**src/rtl/mc_ctrl_if.sv**
```systemverilog
// Control bundle between the multicycle sequencer and the MIPS datapath.
// master: sequencer side (drives selects/enables, sees op, zero, mem_ready).
// slave: datapath side (drives op, zero, mem_ready, consumes selects and pc_en).
interface mc_ctrl_if;
  logic [5:0]  op;
  logic        zero;
  logic        mem_ready;
  logic        pcwrite;
  logic        branch;
  logic        iord;
  logic        memread;
  logic        memwrite;
  logic        irwrite;
  logic        regdst;
  logic        memtoreg;
  logic        regwrite;
  logic        alusrca;
  logic [1:0]  alusrcb;
  logic [1:0]  aluop;
  logic [1:0]  pcsrc;
  logic        extop;
  logic        illegal;
  logic [31:0] instret;
  logic        pc_en;

  // PC load enable as seen by the PC register: unconditional write, or a
  // beq whose comparison came out equal.
  assign pc_en = pcwrite | (branch & zero);

  modport master (
    input  op, zero, mem_ready,
    output pcwrite, branch, iord, memread, memwrite, irwrite, regdst,
           memtoreg, regwrite, alusrca, alusrcb, aluop, pcsrc, extop,
           illegal, instret
  );

  modport slave (
    output op, zero, mem_ready,
    input  pcwrite, branch, iord, memread, memwrite, irwrite, regdst,
           memtoreg, regwrite, alusrca, alusrcb, aluop, pcsrc, extop,
           illegal, instret, pc_en
  );
endinterface

```
**src/rtl/mc_ctrl.sv**
```systemverilog
// Multicycle MIPS control sequencer (Moore FSM, FETCH..JEX).
// Ports: clk, rst_n (async active-low), bus (mc_ctrl_if.master: op, zero,
// mem_ready in; datapath selects/enables, illegal pulse, instret count out).
// Stalls in FETCH/MEMRD/MEMWR until mem_ready; outputs are zero during reset.
module mc_ctrl (
  input  logic      clk,
  input  logic      rst_n,
  mc_ctrl_if.master bus
);

  localparam logic [5:0] OP_RTYPE = 6'b000000;
  localparam logic [5:0] OP_J     = 6'b000010;
  localparam logic [5:0] OP_BEQ   = 6'b000100;
  localparam logic [5:0] OP_ADDI  = 6'b001000;
  localparam logic [5:0] OP_ANDI  = 6'b001100;
  localparam logic [5:0] OP_ORI   = 6'b001101;
  localparam logic [5:0] OP_LW    = 6'b100011;
  localparam logic [5:0] OP_SW    = 6'b101011;

  typedef enum logic [3:0] {
    FETCH, DECODE, MEMADR, MEMRD, MEMWB, MEMWR,
    REX, RWB, BEQEX, IEX, IWB, JEX
  } state_t;

  state_t      state, nxt;
  logic [31:0] instret_q;
  logic        retire;

  logic        pcwrite, branch, iord, memread, memwrite, irwrite;
  logic        regdst, memtoreg, regwrite, alusrca, extop, illegal;
  logic [1:0]  alusrcb, aluop, pcsrc;
  logic [17:0] ctl;

  // State register
  always_ff @(posedge clk or negedge rst_n) begin
    if (!rst_n) state <= FETCH;
    else        state <= nxt;
  end

  // Next-state logic
  always_comb begin
    nxt = state;
    case (state)
      FETCH:  if (bus.mem_ready) nxt = DECODE;
      DECODE: begin
        case (bus.op)
          OP_LW, OP_SW:             nxt = MEMADR;
          OP_RTYPE:                 nxt = REX;
          OP_BEQ:                   nxt = BEQEX;
          OP_ADDI, OP_ANDI, OP_ORI: nxt = IEX;
          OP_J:                     nxt = JEX;
          default:                  nxt = FETCH;
        endcase
      end
      MEMADR: nxt = (bus.op == OP_LW) ? MEMRD : MEMWR;
      MEMRD:  if (bus.mem_ready) nxt = MEMWB;
      MEMWB:  nxt = FETCH;
      MEMWR:  if (bus.mem_ready) nxt = FETCH;
      REX:    nxt = RWB;
      RWB:    nxt = FETCH;
      BEQEX:  nxt = FETCH;
      IEX:    nxt = IWB;
      IWB:    nxt = FETCH;
      JEX:    nxt = FETCH;
      default: nxt = FETCH;
    endcase
  end

  // Output logic
  always_comb begin
    pcwrite  = 1'b0; branch   = 1'b0; iord     = 1'b0; memread  = 1'b0;
    memwrite = 1'b0; irwrite  = 1'b0; regdst   = 1'b0; memtoreg = 1'b0;
    regwrite = 1'b0; alusrca  = 1'b0; extop    = 1'b0; illegal  = 1'b0;
    alusrcb  = 2'b00; aluop   = 2'b00; pcsrc   = 2'b00;
    retire   = 1'b0;
    case (state)
      FETCH: begin
        memread = 1'b1;
        alusrcb = 2'b01;
        irwrite = bus.mem_ready;
        pcwrite = bus.mem_ready;
      end
      DECODE: begin
        // Branch target precompute: PC + (sign-extended imm << 2)
        alusrcb = 2'b11;
        extop   = 1'b1;
        case (bus.op)
          OP_LW, OP_SW, OP_RTYPE, OP_BEQ, OP_ADDI, OP_ANDI, OP_ORI, OP_J: ;
          default: illegal = 1'b1;
        endcase
      end
      MEMADR: begin
        alusrca = 1'b1;
        alusrcb = 2'b10;
        extop   = 1'b1;
      end
      MEMRD: begin
        memread = 1'b1;
        iord    = 1'b1;
      end
      MEMWB: begin
        regwrite = 1'b1;
        memtoreg = 1'b1;
        retire   = 1'b1;
      end
      MEMWR: begin
        memwrite = 1'b1;
        iord     = 1'b1;
        retire   = bus.mem_ready;
      end
      REX: begin
        alusrca = 1'b1;
        aluop   = 2'b10;
      end
      RWB: begin
        regwrite = 1'b1;
        regdst   = 1'b1;
        retire   = 1'b1;
      end
      BEQEX: begin
        alusrca = 1'b1;
        aluop   = 2'b01;
        branch  = 1'b1;
        pcsrc   = 2'b01;
        retire  = 1'b1;
      end
      IEX: begin
        alusrca = 1'b1;
        alusrcb = 2'b10;
        extop   = (bus.op == OP_ADDI);
        aluop   = (bus.op == OP_ADDI) ? 2'b00 : 2'b11;
      end
      IWB: begin
        regwrite = 1'b1;
        // op is still held by the IR, so extop matches the IEX cycle
        extop    = (bus.op == OP_ADDI);
        retire   = 1'b1;
      end
      JEX: begin
        pcwrite = 1'b1;
        pcsrc   = 2'b10;
        retire  = 1'b1;
      end
      default: ;
    endcase
  end

  always_ff @(posedge clk or negedge rst_n) begin
    if (!rst_n)      instret_q <= 32'd0;
    else if (retire) instret_q <= instret_q + 32'd1;
  end

  // Everything is forced low while reset is held, independent of state.
  assign ctl = {pcwrite, branch, iord, memread, memwrite, irwrite,
                regdst, memtoreg, regwrite, alusrca, alusrcb, aluop,
                pcsrc, extop, illegal};

  assign {bus.pcwrite, bus.branch, bus.iord, bus.memread, bus.memwrite,
          bus.irwrite, bus.regdst, bus.memtoreg, bus.regwrite, bus.alusrca,
          bus.alusrcb, bus.aluop, bus.pcsrc, bus.extop, bus.illegal}
         = rst_n ? ctl : 18'd0;

  assign bus.instret = rst_n ? instret_q : 32'd0;

endmodule

```
**src/flat_wrapper.sv**
```systemverilog
// flat-port wrapper written by rule: the top's interface ports become plain ports
module mc_ctrl_flat 
  (clk, rst_n, bus_op, bus_zero, bus_mem_ready, bus_pcwrite, bus_branch, bus_iord, bus_memread, bus_memwrite, bus_irwrite, bus_regdst, bus_memtoreg, bus_regwrite, bus_alusrca, bus_alusrcb, bus_aluop, bus_pcsrc, bus_extop, bus_illegal, bus_instret);
  mc_ctrl_if bus_i ();
  input  logic clk;
  input  logic rst_n;
  input wire logic [$bits(bus_i.op)-1:0] bus_op;
  input wire logic [$bits(bus_i.zero)-1:0] bus_zero;
  input wire logic [$bits(bus_i.mem_ready)-1:0] bus_mem_ready;
  output wire logic [$bits(bus_i.pcwrite)-1:0] bus_pcwrite;
  output wire logic [$bits(bus_i.branch)-1:0] bus_branch;
  output wire logic [$bits(bus_i.iord)-1:0] bus_iord;
  output wire logic [$bits(bus_i.memread)-1:0] bus_memread;
  output wire logic [$bits(bus_i.memwrite)-1:0] bus_memwrite;
  output wire logic [$bits(bus_i.irwrite)-1:0] bus_irwrite;
  output wire logic [$bits(bus_i.regdst)-1:0] bus_regdst;
  output wire logic [$bits(bus_i.memtoreg)-1:0] bus_memtoreg;
  output wire logic [$bits(bus_i.regwrite)-1:0] bus_regwrite;
  output wire logic [$bits(bus_i.alusrca)-1:0] bus_alusrca;
  output wire logic [$bits(bus_i.alusrcb)-1:0] bus_alusrcb;
  output wire logic [$bits(bus_i.aluop)-1:0] bus_aluop;
  output wire logic [$bits(bus_i.pcsrc)-1:0] bus_pcsrc;
  output wire logic [$bits(bus_i.extop)-1:0] bus_extop;
  output wire logic [$bits(bus_i.illegal)-1:0] bus_illegal;
  output wire logic [$bits(bus_i.instret)-1:0] bus_instret;
  assign bus_i.op = bus_op;
  assign bus_i.zero = bus_zero;
  assign bus_i.mem_ready = bus_mem_ready;
  assign bus_pcwrite = bus_i.pcwrite;
  assign bus_branch = bus_i.branch;
  assign bus_iord = bus_i.iord;
  assign bus_memread = bus_i.memread;
  assign bus_memwrite = bus_i.memwrite;
  assign bus_irwrite = bus_i.irwrite;
  assign bus_regdst = bus_i.regdst;
  assign bus_memtoreg = bus_i.memtoreg;
  assign bus_regwrite = bus_i.regwrite;
  assign bus_alusrca = bus_i.alusrca;
  assign bus_alusrcb = bus_i.alusrcb;
  assign bus_aluop = bus_i.aluop;
  assign bus_pcsrc = bus_i.pcsrc;
  assign bus_extop = bus_i.extop;
  assign bus_illegal = bus_i.illegal;
  assign bus_instret = bus_i.instret;
  mc_ctrl u_core (.clk(clk), .rst_n(rst_n), .bus(bus_i));
endmodule
```
**config.mk**
```make
export PLATFORM = sky130hd
export DESIGN_NAME = mc_ctrl_flat
export DESIGN_NICKNAME = d
export VERILOG_FILES = /design/src/rtl/mc_ctrl_if.sv /design/src/rtl/mc_ctrl.sv /design/src/flat_wrapper.sv
export SDC_FILE = /design/constraint.sdc
export NUM_CORES = 1
export LEC_CHECK = 0
export BUFFER_PORTS_ARGS = -buffer_cell sky130_fd_sc_hd__buf_2
export CORE_MARGIN = 2
export CORE_UTILIZATION = 45
export CTS_CLUSTER_SIZE = 12
export DETAILED_ROUTE_END_ITERATION = 10
export HOLD_SLACK_MARGIN = 0.03
export PLACE_DENSITY = 0.77
export SLEW_MARGIN = 20
export SYNTH_ARGS = -nofsm -noshare
export SYNTH_HDL_FRONTEND = slang
export SYNTH_SLANG_ARGS = --single-unit
```
**constraint.sdc**
```tcl
create_clock -name clk -period 2.35 [get_ports clk]
set_input_delay 0 -clock clk [delete_from_list [all_inputs] [get_ports clk]]
set_output_delay 0 -clock clk [all_outputs]
set_load 0.01 [all_outputs]
```
==> out/results.env <==
SYNTH_XOR_AREA_FRAC=0.121
DIE_AREA_UM2=5900
COMPOUND_GATE_FRACTION_OF_SYNTH_AREA=0.0692
POST-CTS-SETUP-BUFFERS=0
NUMBER_OF_DESIGN_RULE_VIOLATIONS_LEFT_AFTER_DETAIL_ROUTING=0
SYNTH-ADDER-AREA-SHARE=0.00524
MAXCAPVIOLATIONS=0
TIMING.RR.END='u_core.instret_q[27]'
DIE_HEIGHT_UM=76.8
FINALNONFILLERCELLS=395
LEAKAGE_POWER_nW=1.41
DR.PASS1.ITERS=5
FINAL_MIN_PERIOD_OVER_CLOCK_PERIOD=0.874
SYN-INSTANCE-COUNT=268
CRIT_PATH_END_KIND='register'
CORE_AREA_UM2=5110
FF2FF_PATH_DEPTH=5
SLOWEST_STAGE_CELL_CP='sky130_fd_sc_hd__dfrtp_1'
CRITPATHMAXFANOUT=15
MAPPEDNETLISTNETS=279
DIODES=0
YOSYSUNIQUECELLTYPES=46
R2R_SETUP_SLACK_NS=0.30
SYNTH_MOST_COMMON_CELL='sky130_fd_sc_hd__and2_1'
SYNTH-SEQ-CELLS=36
RESIZED_GATES_AFTER_CTS=0
LAYOUT-DRIVE-GT1-SHARE=0.262
CLKSINKCOUNT=36
HOLD_PATH_DEPTH=3
PLACE.PORT_BUFFERS=58
STARTPOINT_TYPE='register'
CTS_MAX_LEVEL=2
FINALWIRELENGTH_MM=5.13
HOLD_PATH_END='u_core.state[3]'
RUN_STATUS='finished, final reports clean'
TIMING.CRITICAL_PATH.CELLS='nor2_1 -> a21oi_4 -> nand4_4 -> nor4_1 -> xor2_1'
MAX_CLOCK_FREQ_GHz=0.487
TIMING_MAX_TRANSITION_VIOLATIONS_FINAL=0
GRT_USAGE=0.185
CP.DEPTH=5
ANTENNA_LEFT=0
SYNTH_FF_TYPE='sky130_fd_sc_hd__dfrtp_1'
SYNTH.MUX.AREA_FRACTION=0.00472
DETAILROUTE.VIA_COUNT=2043
DPL.CELL_COUNT=387
FLOORPLAN.INITIALDENSITY=0.467
CTS-BUFFERS-INSERTED=5
SYNTH_ENABLE_FLOP_CELLS=0
GRT_SETUP_UNREPAIRED='false'
NETLIST_TOP_CELLS_AREA='sky130_fd_sc_hd__dfrtp_1 38%, sky130_fd_sc_hd__and2_1 9.7%, sky130_fd_sc_hd__xor2_1 7.3%'
WORST-ENDPOINT-REQUIRED_NS=2.57
PLACE.DETAILED.HPWL_MM=3.73
POWER_DENSITY_NORMALIZED_TO_CELL_AREA_nW_PER_UM2=626
HP-START='bus_op[2]'
MAX_SLEW.WORST_PIN.SLEW_NS=0.522
SYNTH_LARGEST_AREA_CELL='sky130_fd_sc_hd__dfrtp_1'
SYNTH_LARGEST_TYPE_AREA_FRACTION=0.377
FINAL_NET_COUNT=336
SYNTH.CELLS.MOST_FREQUENT='37 x sky130_fd_sc_hd__and2_1, 36 x sky130_fd_sc_hd__dfrtp_1, 24 x sky130_fd_sc_hd__nor2_1, 20 x sky130_fd_sc_hd__xor2_1, 18 x sky130_fd_sc_hd__nand2_1'
CLKTRANSATPATHREGS_NS=0.07
FIRST_PASS_GRT_WIRE_LENGTH_MM=8.97
VIA_COUNT_OF_THE_FIRST_GLOBAL_ROUTING_PASS=1944
HOLDCRITPATHCLASS='in2reg'
FINAL_CORE_UTIL=0.560
LAYOUT_MIN_CYCLE_TIME_NS=2.05
FLOORPLAN.DIE.WIDTH_UM=76.8
SYNTH_SEQUENTIAL_AREA_RATIO=0.377
WORST_EP_ARRIVAL_TIME_NS=2.27
FP-ROW-COUNT=26
FINALHOLDVIOLCOUNT=0
GLOBALROUTEOVERFLOWTOTAL=0
CRITICAL_PATH.REG2REG.STARTPOINT='u_core.state[3]'
POST_DRT_WL_PER_CELL_UM=13.0
ASYNC_RESET_FF_FRAC=1.00
CLOCK_TREE_BUF_DEPTH=2
CLK_LATENCY_NS=0.29
CRITPATHTOPFAMILY='simple AND/OR/NAND/NOR gates'
SYNTHESIS.AREA_PER_INSTANCE_UM2=8.91
DRTITER0DRC=64
WORSTSETUPPATHTYPE='reg2reg'
SYNTH_TOP_FAMILY_BY_AREA='simple AND/OR/NAND/NOR gates'
VIA_PER_INST=5.17
MAXSLEWHEADROOM=0.652
GRT_MAX_DEGREE=46
CTS_TREE='built'
TIMING.CRITICAL_PATH.BUF_INV=0
FINALSETUPVIOLATIONS=0
POST_SYNTH_AND_OR_NAND_NOR_AREA_FRACTION=0.385
POWER.TOTAL_W=0.00179
FIN_SETUP_TNS_NS=0
NUM_IO_PINS=60
CLOCK_SKEW_NS=0.00900
CRIT_PATH_MAX_INCR_DELAY_NS=0.64
MAXIMUM_VDD_DROP_V=0.000365
ANTENNA_VIOLATIONS_BEFORE_REPAIR=0
GP_CONGESTION=0.787
YOSYSWARNINGCOUNT=0
CLOCK-ROOT-BUFFER='sky130_fd_sc_hd__clkbuf_8'
POST_SYNTH_INSTANCE_AREA_UM2=2390
AREA_GROWTH_SYN_TO_LAYOUT_PCT=19.8
-- worst register-to-register path: stages (launching register included) --
cell and delay, ns:
sky130_fd_sc_hd__dfrtp_1 0.64, sky130_fd_sc_hd__nor2_1 0.20, sky130_fd_sc_hd__a21oi_4 0.23, sky130_fd_sc_hd__nand4_4 0.27
sky130_fd_sc_hd__nor4_1 0.48, sky130_fd_sc_hd__xor2_1 0.17
-- registers in the layout (all words and copies together), names as in the netlist --
name,flops
u_core.instret_q,32
u_core.state,4
-- worst max path at each step --
stage,startpoint,to
after floorplan,u_core.state[1],u_core.instret_q[15]
final,u_core.state[3],u_core.instret_q[27]
after global routing,u_core.state[3],u_core.instret_q[17]
after global placement,u_core.state[3],u_core.instret_q[19]
after CTS,u_core.state[3],u_core.instret_q[27]
after detailed placement,u_core.state[3],u_core.instret_q[19]
-- cell type report --
| cell class | instances | area (um2) |
|---|---|---|
| sequential | 36 | 901 |
| timing repair buffer | 65 | 358 |
| fill | 472 | 2250 |
| multi-input combinational | 212 | 1400 |
| tap | 70 | 87.6 |
| clock buffer | 7 | 96.3 |
| inverter | 5 | 18.8 |
-- layer usage --
layer | up-vias | GRT usage | routed length, um
li1 | 1038 | - | -
met1 | 949 | 0.250 | 2380
met2 | 51 | 0.299 | 2410
met3 | 5 | 0.0341 | 265
met4 | 0 | 0.0600 | 63
met5 | - | 0 | 0
-- logic make-up (layout without fill, tap and decap cells) --
logic type      after synthesis  after routing
fa+ha+maj                     1              1
mux                           1              1
flops                        36             36
xor+xnor                     33             33
compound gates               23             23
simple gates                154            154
buf+inv                      20             77
-- cell usage in the layout (no fill, tap or decap), types with 2 or more instances in the layout --
cell,instances
sky130_fd_sc_hd__nor4_1,7
sky130_fd_sc_hd__nand3_1,13
sky130_fd_sc_hd__nor3_1,7
sky130_fd_sc_hd__o31ai_1,2
sky130_fd_sc_hd__nand4_1,9
sky130_fd_sc_hd__nor3_2,5
sky130_fd_sc_hd__and2_1,37
sky130_fd_sc_hd__xor2_1,20
sky130_fd_sc_hd__o21ai_0,4
sky130_fd_sc_hd__inv_1,5
sky130_fd_sc_hd__xnor2_1,13
sky130_fd_sc_hd__nor2_1,24
sky130_fd_sc_hd__dfrtp_1,36
sky130_fd_sc_hd__nor3b_1,2
sky130_fd_sc_hd__nand2_1,18
sky130_fd_sc_hd__nor2b_1,6
sky130_fd_sc_hd__buf_2,58
sky130_fd_sc_hd__nand2b_1,8
sky130_fd_sc_hd__a32oi_1,2
sky130_fd_sc_hd__clkbuf_8,7
sky130_fd_sc_hd__buf_4,5
sky130_fd_sc_hd__and3_1,3
sky130_fd_sc_hd__a21oi_1,6
sky130_fd_sc_hd__a211oi_1,2
sky130_fd_sc_hd__nor4b_1,4
-- per-stage QoR --
stage | cell area, um2 | hold WS [ns] | worst slack (ns)
final | 2860 | 0.0866 | 0.297
after global routing | 2860 | 0.109 | 0.0985
after CTS | 2860 | 0.0833 | 0.298
after detailed placement | 2750 | 0.00182 | 0.357
after global placement | 2750 | 0.000427 | 0.415
after floorplan | 2390 | -0.296 | 0.713
-- where the power goes --
group          internal (W)  total [W]  switching [W]
logic              0.000230   0.000594       0.000364
registers          0.000670   0.000729      0.0000591
clock network      0.000261   0.000468       0.000207
-- timing repair --
item,4_1_cts,5_1_grt
hold endpoints to repair,10,0
setup endpoints to repair,0,0
hold buffers,1,0
(Power assumes the default switching activity.)
